<file path="src/rtl/example_dut_pkg.sv">
// Shared constants for example_dut: seven-segment glyphs, key indices, counter width.
package example_dut_pkg;

  localparam int COUNT_W = 24;

  typedef logic [COUNT_W-1:0] count_t;

  localparam int KEY_CLR  = 0;
  localparam int KEY_STEP = 1;
  localparam int KEY_LOAD = 2;
  localparam int KEY_RUN  = 3;

  // Active-low segments, bit0 = a ... bit6 = g.
  localparam logic [6:0] SEG_0 = 7'b1000000;
  localparam logic [6:0] SEG_1 = 7'b1111001;
  localparam logic [6:0] SEG_2 = 7'b0100100;
  localparam logic [6:0] SEG_3 = 7'b0110000;
  localparam logic [6:0] SEG_4 = 7'b0011001;
  localparam logic [6:0] SEG_5 = 7'b0010010;
  localparam logic [6:0] SEG_6 = 7'b0000010;
  localparam logic [6:0] SEG_7 = 7'b1111000;
  localparam logic [6:0] SEG_8 = 7'b0000000;
  localparam logic [6:0] SEG_9 = 7'b0010000;
  localparam logic [6:0] SEG_A = 7'b0001000;
  localparam logic [6:0] SEG_B = 7'b0000011;
  localparam logic [6:0] SEG_C = 7'b1000110;
  localparam logic [6:0] SEG_D = 7'b0100001;
  localparam logic [6:0] SEG_E = 7'b0000110;
  localparam logic [6:0] SEG_F = 7'b0001110;

endpackage

</file>
<file path="src/rtl/example_dut_seg7_hex.sv">
// Hex nibble to active-low seven-segment glyph decoder.
module seg7_hex
  import example_dut_pkg::*;
(
  input  logic [3:0] i_nib,
  output logic [6:0] o_seg
);

  always_comb begin
    o_seg = SEG_0;
    case (i_nib)
      4'h0: o_seg = SEG_0;
      4'h1: o_seg = SEG_1;
      4'h2: o_seg = SEG_2;
      4'h3: o_seg = SEG_3;
      4'h4: o_seg = SEG_4;
      4'h5: o_seg = SEG_5;
      4'h6: o_seg = SEG_6;
      4'h7: o_seg = SEG_7;
      4'h8: o_seg = SEG_8;
      4'h9: o_seg = SEG_9;
      4'hA: o_seg = SEG_A;
      4'hB: o_seg = SEG_B;
      4'hC: o_seg = SEG_C;
      4'hD: o_seg = SEG_D;
      4'hE: o_seg = SEG_E;
      4'hF: o_seg = SEG_F;
      default: o_seg = SEG_0;
    endcase
  end

endmodule

</file>
<file path="src/rtl/example_dut.sv">
// Board demo: 24-bit up/down counter with prescaled run, step, clear and byte load, shown on six HEX digits.
// Optional key debounce after the synchronizer is compiled in with EXAMPLE_DUT_DEBOUNCE_EN.
module example_dut
  import example_dut_pkg::*;
#(
  parameter int DIV             = 4,
  parameter int DEBOUNCE_CYCLES = 8
) (
  input  logic       i_clk,
  input  logic       i_rst,
  input  logic [9:0] i_sw,
  input  logic [3:0] i_key,
  output logic [9:0] o_led,
  output logic [6:0] o_hex0,
  output logic [6:0] o_hex1,
  output logic [6:0] o_hex2,
  output logic [6:0] o_hex3,
  output logic [6:0] o_hex4,
  output logic [6:0] o_hex5
);

  localparam int              PRE_W   = (DIV > 1) ? $clog2(DIV) : 1;
  localparam logic [PRE_W-1:0] PRE_MAX = PRE_W'(DIV - 1);

  if (DIV < 1 || DEBOUNCE_CYCLES < 1) begin : g_bad_param
    $error("example_dut: DIV and DEBOUNCE_CYCLES must be >= 1");
  end

  logic [3:0] r_key_s1;
  logic [3:0] r_key_s2;
  logic [3:0] w_key_st;
  logic [3:0] r_key_prev;
  logic [3:0] w_press;

  always_ff @(posedge i_clk or posedge i_rst) begin
    if (i_rst) begin
      r_key_s1 <= 4'hF;
      r_key_s2 <= 4'hF;
    end else begin
      r_key_s1 <= i_key;
      r_key_s2 <= r_key_s1;
    end
  end

`ifdef EXAMPLE_DUT_DEBOUNCE_EN
  localparam int DB_W = $clog2(DEBOUNCE_CYCLES + 1);

  logic [3:0]      r_db_state;
  logic [DB_W-1:0] r_db_cnt [4];

  // A key's state follows the synchronized input only after DEBOUNCE_CYCLES
  // consecutive samples that disagree with it; any agreeing sample restarts the count.
  always_ff @(posedge i_clk or posedge i_rst) begin
    if (i_rst) begin
      r_db_state <= 4'hF;
      for (int k = 0; k < 4; k++) r_db_cnt[k] <= '0;
    end else begin
      for (int k = 0; k < 4; k++) begin
        if (r_key_s2[k] == r_db_state[k]) begin
          r_db_cnt[k] <= '0;
        end else if (r_db_cnt[k] == DB_W'(DEBOUNCE_CYCLES - 1)) begin
          r_db_state[k] <= r_key_s2[k];
          r_db_cnt[k]   <= '0;
        end else begin
          r_db_cnt[k] <= r_db_cnt[k] + 1'b1;
        end
      end
    end
  end

  assign w_key_st = r_db_state;
`else
  assign w_key_st = r_key_s2;
`endif

  always_ff @(posedge i_clk or posedge i_rst) begin
    if (i_rst) r_key_prev <= 4'hF;
    else       r_key_prev <= w_key_st;
  end

  // Keys are active-low, so a press is a 1->0 transition of the settled state.
  assign w_press = r_key_prev & ~w_key_st;

  logic       w_clr;
  logic       w_load;
  logic       w_step;
  logic       w_run_tgl;
  logic       w_tick;

  assign w_clr     = ~w_key_st[KEY_CLR];
  assign w_load    = w_press[KEY_LOAD];
  assign w_step    = w_press[KEY_STEP];
  assign w_run_tgl = w_press[KEY_RUN];

  count_t           r_count;
  count_t           w_count_nxt;
  count_t           r_disp;
  logic [PRE_W-1:0] r_pre;
  logic [PRE_W-1:0] w_pre_nxt;
  logic             r_run;
  logic             r_dir;

  assign w_tick = r_run && (r_pre == PRE_MAX);

  always_comb begin
    w_pre_nxt   = r_pre;
    w_count_nxt = r_count;

    if (w_clr || !r_run || w_tick) w_pre_nxt = '0;
    else                           w_pre_nxt = r_pre + 1'b1;

    // Single count update per cycle: clear > load > step > tick.
    if (w_clr) begin
      w_count_nxt = '0;
    end else if (w_load) begin
      w_count_nxt = {r_count[COUNT_W-1:8], i_sw[9:2]};
    end else if (w_step || w_tick) begin
      w_count_nxt = r_dir ? (r_count - 1'b1) : (r_count + 1'b1);
    end
  end

  always_ff @(posedge i_clk or posedge i_rst) begin
    if (i_rst) begin
      r_count <= '0;
      r_pre   <= '0;
      r_run   <= 1'b0;
      r_dir   <= 1'b0;
      r_disp  <= '0;
    end else begin
      r_count <= w_count_nxt;
      r_pre   <= w_pre_nxt;
      r_dir   <= i_sw[1];
      if (w_run_tgl) r_run  <= ~r_run;
      if (!i_sw[0])  r_disp <= r_count;
    end
  end

  assign o_led = {r_run, r_dir, r_count[7:0]};

  seg7_hex u_hex0 (.i_nib(r_disp[3:0]),   .o_seg(o_hex0));
  seg7_hex u_hex1 (.i_nib(r_disp[7:4]),   .o_seg(o_hex1));
  seg7_hex u_hex2 (.i_nib(r_disp[11:8]),  .o_seg(o_hex2));
  seg7_hex u_hex3 (.i_nib(r_disp[15:12]), .o_seg(o_hex3));
  seg7_hex u_hex4 (.i_nib(r_disp[19:16]), .o_seg(o_hex4));
  seg7_hex u_hex5 (.i_nib(r_disp[23:20]), .o_seg(o_hex5));

endmodule

</file>
<file path="config.mk">
export PLATFORM = sky130hd
export DESIGN_NAME = example_dut
export DESIGN_NICKNAME = d
export VERILOG_FILES = /design/src/rtl/example_dut_pkg.sv /design/src/rtl/example_dut_seg7_hex.sv /design/src/rtl/example_dut.sv
export SDC_FILE = /design/constraint.sdc
export NUM_CORES = 1
export LEC_CHECK = 0
export CAP_MARGIN = 15
export CORE_ASPECT_RATIO = 1.75
export CORE_MARGIN = 4
export CORE_UTILIZATION = 60
export CTS_CLUSTER_SIZE = 12
export DETAILED_ROUTE_END_ITERATION = 7
export DONT_BUFFER_PORTS = 1
export GPL_TIMING_DRIVEN = 0
export HOLD_SLACK_MARGIN = 0.03
export PLACE_DENSITY_LB_ADDON = 0.25
export SYNTH_ARGS = -nofsm -noshare
export SYNTH_HDL_FRONTEND = slang
export SYNTH_HIERARCHICAL = 1
export SYNTH_SLANG_ARGS = --single-unit
</file>
<file path="constraint.sdc">
create_clock -name i_clk -period 3.65 [get_ports i_clk]
set_clock_uncertainty 0.05 [all_clocks]
set_input_delay 0.73 -clock i_clk [delete_from_list [all_inputs] [get_ports i_clk]]
set_output_delay 0.73 -clock i_clk [all_outputs]
set_load 0.005 [all_outputs]
</file>
**Word level (Yosys, flattened, before mapping)**

Memories as Yosys holds them, arrays and structs flattened.
Index checks and enable logic that the tools add are counted.

- Bits in read-only memories: 672
- Output and inout port bits: 52
- Bits in registers: 64
- Word-level logic and storage cells: 37
- Memories kept: 6
- Input bits: 16

Memory list:

| name | depth | width | read ports | clocked after memory_dff | write ports | RTL line | text |
|---|---|---|---|---|---|---|---|
| (no name shown) | 16 | 7 | 1 | 0 | 0 | example_dut_seg7_hex.sv:11 | `case (i_nib)` |
| (no name shown) | 16 | 7 | 1 | 0 | 0 | example_dut_seg7_hex.sv:11 |  |
| (no name shown) | 16 | 7 | 1 | 0 | 0 | example_dut_seg7_hex.sv:11 |  |
| (no name shown) | 16 | 7 | 1 | 0 | 0 | example_dut_seg7_hex.sv:11 |  |
| (no name shown) | 16 | 7 | 1 | 0 | 0 | example_dut_seg7_hex.sv:11 |  |
| (no name shown) | 16 | 7 | 1 | 0 | 0 | example_dut_seg7_hex.sv:11 |  |

- Reductions and logical operators: 6
- Add/sub/neg operators: 3
- Multiplexer cells: 5
- Eq/ne operators: 4
- Bitwise gates (word level): 4

Operators by type and width:

| cell | number |
|---|---|
| two-way mux 24 bit | 4 |
| adder 24 x 1 -> 24 bit, second input constant | 1 |
| subtractor 24 x 1 -> 24 bit, second input constant | 1 |
| bitwise AND 4 bit | 1 |
| inverter 4 bit | 1 |
| logical OR 1 bit | 3 |
| != test 3 x 1 -> 1 bit, second input constant | 1 |
| adder 2 x 1 -> 2 bit, second input constant | 1 |
| == test 2 bit, second input constant | 1 |
| two-way mux 2 bit | 1 |
| != test 2 x 1 -> 1 bit, second input constant | 1 |
| != test 2 bit, second input constant | 1 |
| inverter 1 bit | 2 |
| AND reduction 2 bit | 1 |
| logical AND 1 bit | 1 |
| logical NOT 1 bit | 1 |

**Logic depth before layout (Yosys ltp)**

- Depth in word-level cells: 6
- Depth in mapped cells: 9
- Mapped depth without buffers: 9

**Modules after synthesis**

Netlist, hierarchy kept.

By module, submodules not included:

| module | instances | cells each | area an instance (µm²) |
|---|---|---|---|
| example_dut | 1 | 345 | 3,597.2 |
| seg7_hex | 6 | 32 | 275.3 |

**Least setup slack after synthesis**

Ideal clock, no wire load.

- Path type: register -> register
- From: register r_dir
- To: register r_count[10]
- Slack: 986 ps
- Cell stages (with the launch flop): 9
- Period minus slack after synthesis: 2,664 ps
- Library setup time: 122 ps
- Required time: 3,478 ps
- Arrival time: 2,493 ps
- Path buffers: 0
- Cells stage by stage: dfrtp_1 -> ha_1 -> nor2b_4 -> o2111ai_1 -> a21oi_2 -> o21a_1 -> o21a_1 -> or3_1 -> a32o_1

- Cells in the longest elaborated chain, start to end: 4

Ends and longest elaborated chain:

| element | RTL line | text |
|---|---|---|
| start, declared | example_dut.sv:101 | `logic r_dir;` |
| start signal, assigned | example_dut.sv:132 | `r_dir <= i_sw[1];` |
| two-way mux 24 bit | example_dut.sv:118 | `w_count_nxt = r_dir ? (r_count - 1'b1) : (r_count + 1'b1);` |
| two-way mux 24 bit | example_dut.sv:117 | `end else if (w_step \|\| w_tick) begin` |
| two-way mux 24 bit | example_dut.sv:115 | `end else if (w_load) begin` |
| two-way mux 24 bit | example_dut.sv:113 | `if (w_clr) begin` |
| end signal, assigned | example_dut.sv:130 | `r_count <= w_count_nxt;` |
| end, declared | example_dut.sv:95 | `count_t r_count;` |

No other way between the ends. The select of a mux whose other input is x is not followed.
A chain may end at the register's enable or synchronous reset.

**Final worst setup path**

- From: register r_dir
- To: register r_count[22]

The elaborated chain is that of the path after synthesis.

==> results.py <==
metrics = {
    "placement": {
        "post_detail_place_hpwl_microns": 8340,
        "gp_congestion": 0.915,
        "port_buffers": 0,
        "dpl.cell_count": 653,
    },
    "clock_network": {
        "clkSinkCount": 63,
        "tritoncts": "yes",
        "cts_root_buf": "clkbuf_16",
        "worstSkewPairLatency_ns": 0.34,
        "cts_resized": 0,
        "cts_made_buffers": 9,
        "max-clock-path-buffers": 2,
        "htree_levels": 3,
        "post_cts.repair.setup_buffers": 0,
        "clkSlewWorstSetupHoldPaths_ns": 0.06,
        "postCtsHoldBufs": 0,
    },
    "sta": {
        "layout_min_cycle_time_ns": 3.36,
        "tightest_slew_ns": 1.03,
        "rsz0062_at_grt": "no",
        "fin_worst_hold_slack_ns": 0.279,
        "final-setup-viol-count": 0,
        "maxSlewHeadroom": 0.311,
        "setup_total_negative_slack_ns": 0,
        "final-max-slew-violation-count": 0,
        "layout_worst_path_cycle_share": 0.919,
        "finalHoldViolCount": 0,
        "achievable-frequency_ghz": 0.298,
    },
    "job": {
        "maxCapViolCount": 0,
    },
    "worst_setup_path": {
        "timing.critical_path.from_type": "flop",
        "worst-endpoint-required_ns": 3.81,
        "r2r_start": "r_dir",
        "crit_chain": "inv_1, fa_1, nor2b_4, o2111ai_1, a21oi_2, a21oi_2, o41ai_2, xnor2_1, o21ai_0",
        "worstPathMaxFanout": 26,
        "cp_common_cell": "a21oi_2",
        "worst_r2r_path_depth": 9,
        "regToRegSetupSlack_ns": 0.29,
        "crit_slowest_cell": "dfrtp_1",
        "critical_path_class": "reg -> reg",
        "worstPathArrival_ns": 3.52,
        "crit-reg2reg-capture": "r_count[22]",
        "worstSetupEndpointType": "flop",
        "crit_path_max_incr_delay_ns": 1.02,
    },
    "grt": {
        "gr-max-usage-layer": "met2",
        "grt_util_met1": 0.229,
        "globalRouteOverflowTotal": 0,
        "grt_antenna_before_repair": 0,
        "grt_util_all_layers": 0.222,
        "grt_pass1_wl_microns": 18500,
        "grt_start_max_net_pins": 38,
        "grt_pass1_vias": 4081,
        "gr-usage-met2": 0.407,
        "global_route_met3_utilization": 0.0506,
    },
    "pwr": {
        "peak_supply_drop_uv": 375,
        "pnr_total_power_mw": 3.86,
        "leakagePower_nw": 2.61,
        "power_per_cell_area_nw_per_um2": 677,
    },
    "cells_and_area": {
        "antenna-diode-count": 0,
        "layout-drive-gt1-share": 0.177,
        "nets": 631,
        "areaGrowthSynthToFinish_pct": 8.51,
        "fin_cells": 669,
    },
    "drt": {
        "route.final.wire_length_microns": 10900,
        "postRouteAntennaNets": 0,
        "routedWlPerCell_microns": 16.3,
        "avgViaCountPerCell": 6.00,
        "post-route-drc-count": 0,
        "vias": 4013,
        "detailedRoute.firstIterationViolations": 213,
        "drt-pass1-iter-count": 4,
    },
    "floorplan": {
        "floorplan.core_area_sq_um": 8420,
        "die-height_microns": 132,
        "starting_density_of_the_core": 0.623,
        "placement_rows": 44,
        "die_area_sq_um": 10400,
        "die_width_microns": 78.7,
        "i_o_pin_count": 68,
    },
    "logic_synthesis": {
        "synth.ff_latch_count": 63,
        "synth_enable_flop_cells": 0,
        "number_of_warnings_reported_in_the_yosys_synthesis_log": 6,
        "netlist-cell-type-count": 55,
        "synth_flop_cell": "dfrtp_1",
        "netlist_instances": 537,
        "syn_area_sq_um": 5250,
        "postSynthNetCount": 619,
        "postSynth.asyncResetShare": 1.00,
        "synth.yosys.seq_area_share": 0.303,
        "avgSynthCellArea_sq_um": 9.77,
    },
    "worst_hold_path": {
        "min_path_type": "in -> async",
    },
    "run_status": {
        "run_status": "finished, final reports clean",
    },
}
## area by class of cell
type / instances / area (sq um)
clock inverters: 7 / 57.6
well taps: 115 / 144
inverters: 28 / 105
fillers: 681 / 2730
plain buffers: 32 / 213
multi-input cells: 414 / 3340
repair buffers: 1 / 20.0
flip-flops and latches: 63 / 1590
clock buffers: 9 / 225
## sequential cells by signal, indices dropped and copies added, names as in the netlist
register / cells
r_disp: 24
r_pre: 2
r_run: 1
r_dir: 1
r_count: 24
r_key_s1: 4
r_key_prev: 3
r_key_s2: 4
## synth_stat cells, drive strengths merged, types with 3 or more instances
master	n	area, sq um
ha	65	813
dfrtp	52	1300
nand2	46	173
o21ai	45	225
nor2	39	146
inv	28	105
mux2	28	315
a21oi	25	133
mux2i	25	250
buf	24	183
a22o	22	193
xnor2	15	131
dfstp	11	289
a21o	8	60.1
clkbuf	8	30.0
a31oi	7	50.1
a32o	7	70.1
and2b	6	52.6
mux4	6	158
or3b	6	52.6
xor2	6	52.6
nand2b	5	31.3
nand3	5	25.0
nand4	5	31.3
nor3	5	25.0
a211oi	4	40.0
and3	3	18.8
nor2b	3	26.3
o211ai	3	22.5
o21bai	3	26.3
o31ai	3	22.5
## through the flow
step                      instance area, sq um   util  setup WS [ns]
after global placement                    5390  0.640          0.401
after detailed placement                  5410  0.643          0.379
after floorplan                           5250      -          0.986
after CTS                                 5700  0.676          0.311
after global routing                      5700  0.676          0.111
final                                     5700  0.676          0.295
## cell families (layout without fill, tap and decap cells)
group                      Yosys count  in the layout  share of synthesized area
muxes                               59             59                      0.138
DFF                                 63             63                      0.303
AOI/OAI and AO/OA                  139            139                      0.187
adders and majority gates           66             66                      0.159
and+or+nand+nor                    129            129                      0.118
xor gates and xnor gates            21             21                     0.0350
buffers and inverters               60             77                     0.0605
## layer usage
metal  share of wire  routed length (microns)
met1            0.38                     4180
met3           0.043                      467
met5               0                        0
met4           0.033                      362
met2            0.54                     5910
## power breakdown
part           internal [mW]  leakage [nW]  switching [mW]  total (mW)
clock                  0.464         0.128           0.326       0.790
sequential             0.882         0.795           0.217        1.10
combinational          0.914          1.69            1.05        1.97
## cells in the final DEF (no fill, tap or decap), types with 3 or more instances in the layout
cell        instances
a21oi_1            23
dfstp_2            11
a22o_1             22
buf_4              10
buf_2               8
clkbuf_1            8
mux2_2             28
clkbuf_16           9
mux4_1              6
or3b_1              6
a31oi_1             6
nand3_1             5
nor2_1             39
xnor2_1            15
o31ai_1             3
nand4_1             5
and2b_2             6
xor2_1              6
a32o_1              7
mux2i_1            25
nand2_1            46
buf_6               6
o211ai_1            3
clkinv_4            3
inv_1              27
and3_1              3
dfrtp_1            52
o21ai_0            43
ha_1               65
clkinvlp_4          3
a21o_1              8
nor3_1              5
nand2b_1            5
## worst max-delay path: cells and delay by family, from the launching register on
family,cells,cell delay (ns)
xor+xnor,1,0.16
buf+inv,1,0.21
simple gates,1,0.14
compound gates,5,1.13
flops,1,1.02
fa+ha+maj,1,0.51
## worst max-delay path by stage
stage | from | end | depth (start not counted)
final | r_dir | r_count[22] | 9
after global routing | r_dir | r_count[22] | 9
after CTS | r_dir | r_count[22] | 9
after detailed placement | r_dir | r_count[22] | 9
after global placement | r_dir | r_count[22] | 9
after floorplan | r_dir | r_count[10] | 8
(Power assumes the default switching activity.)
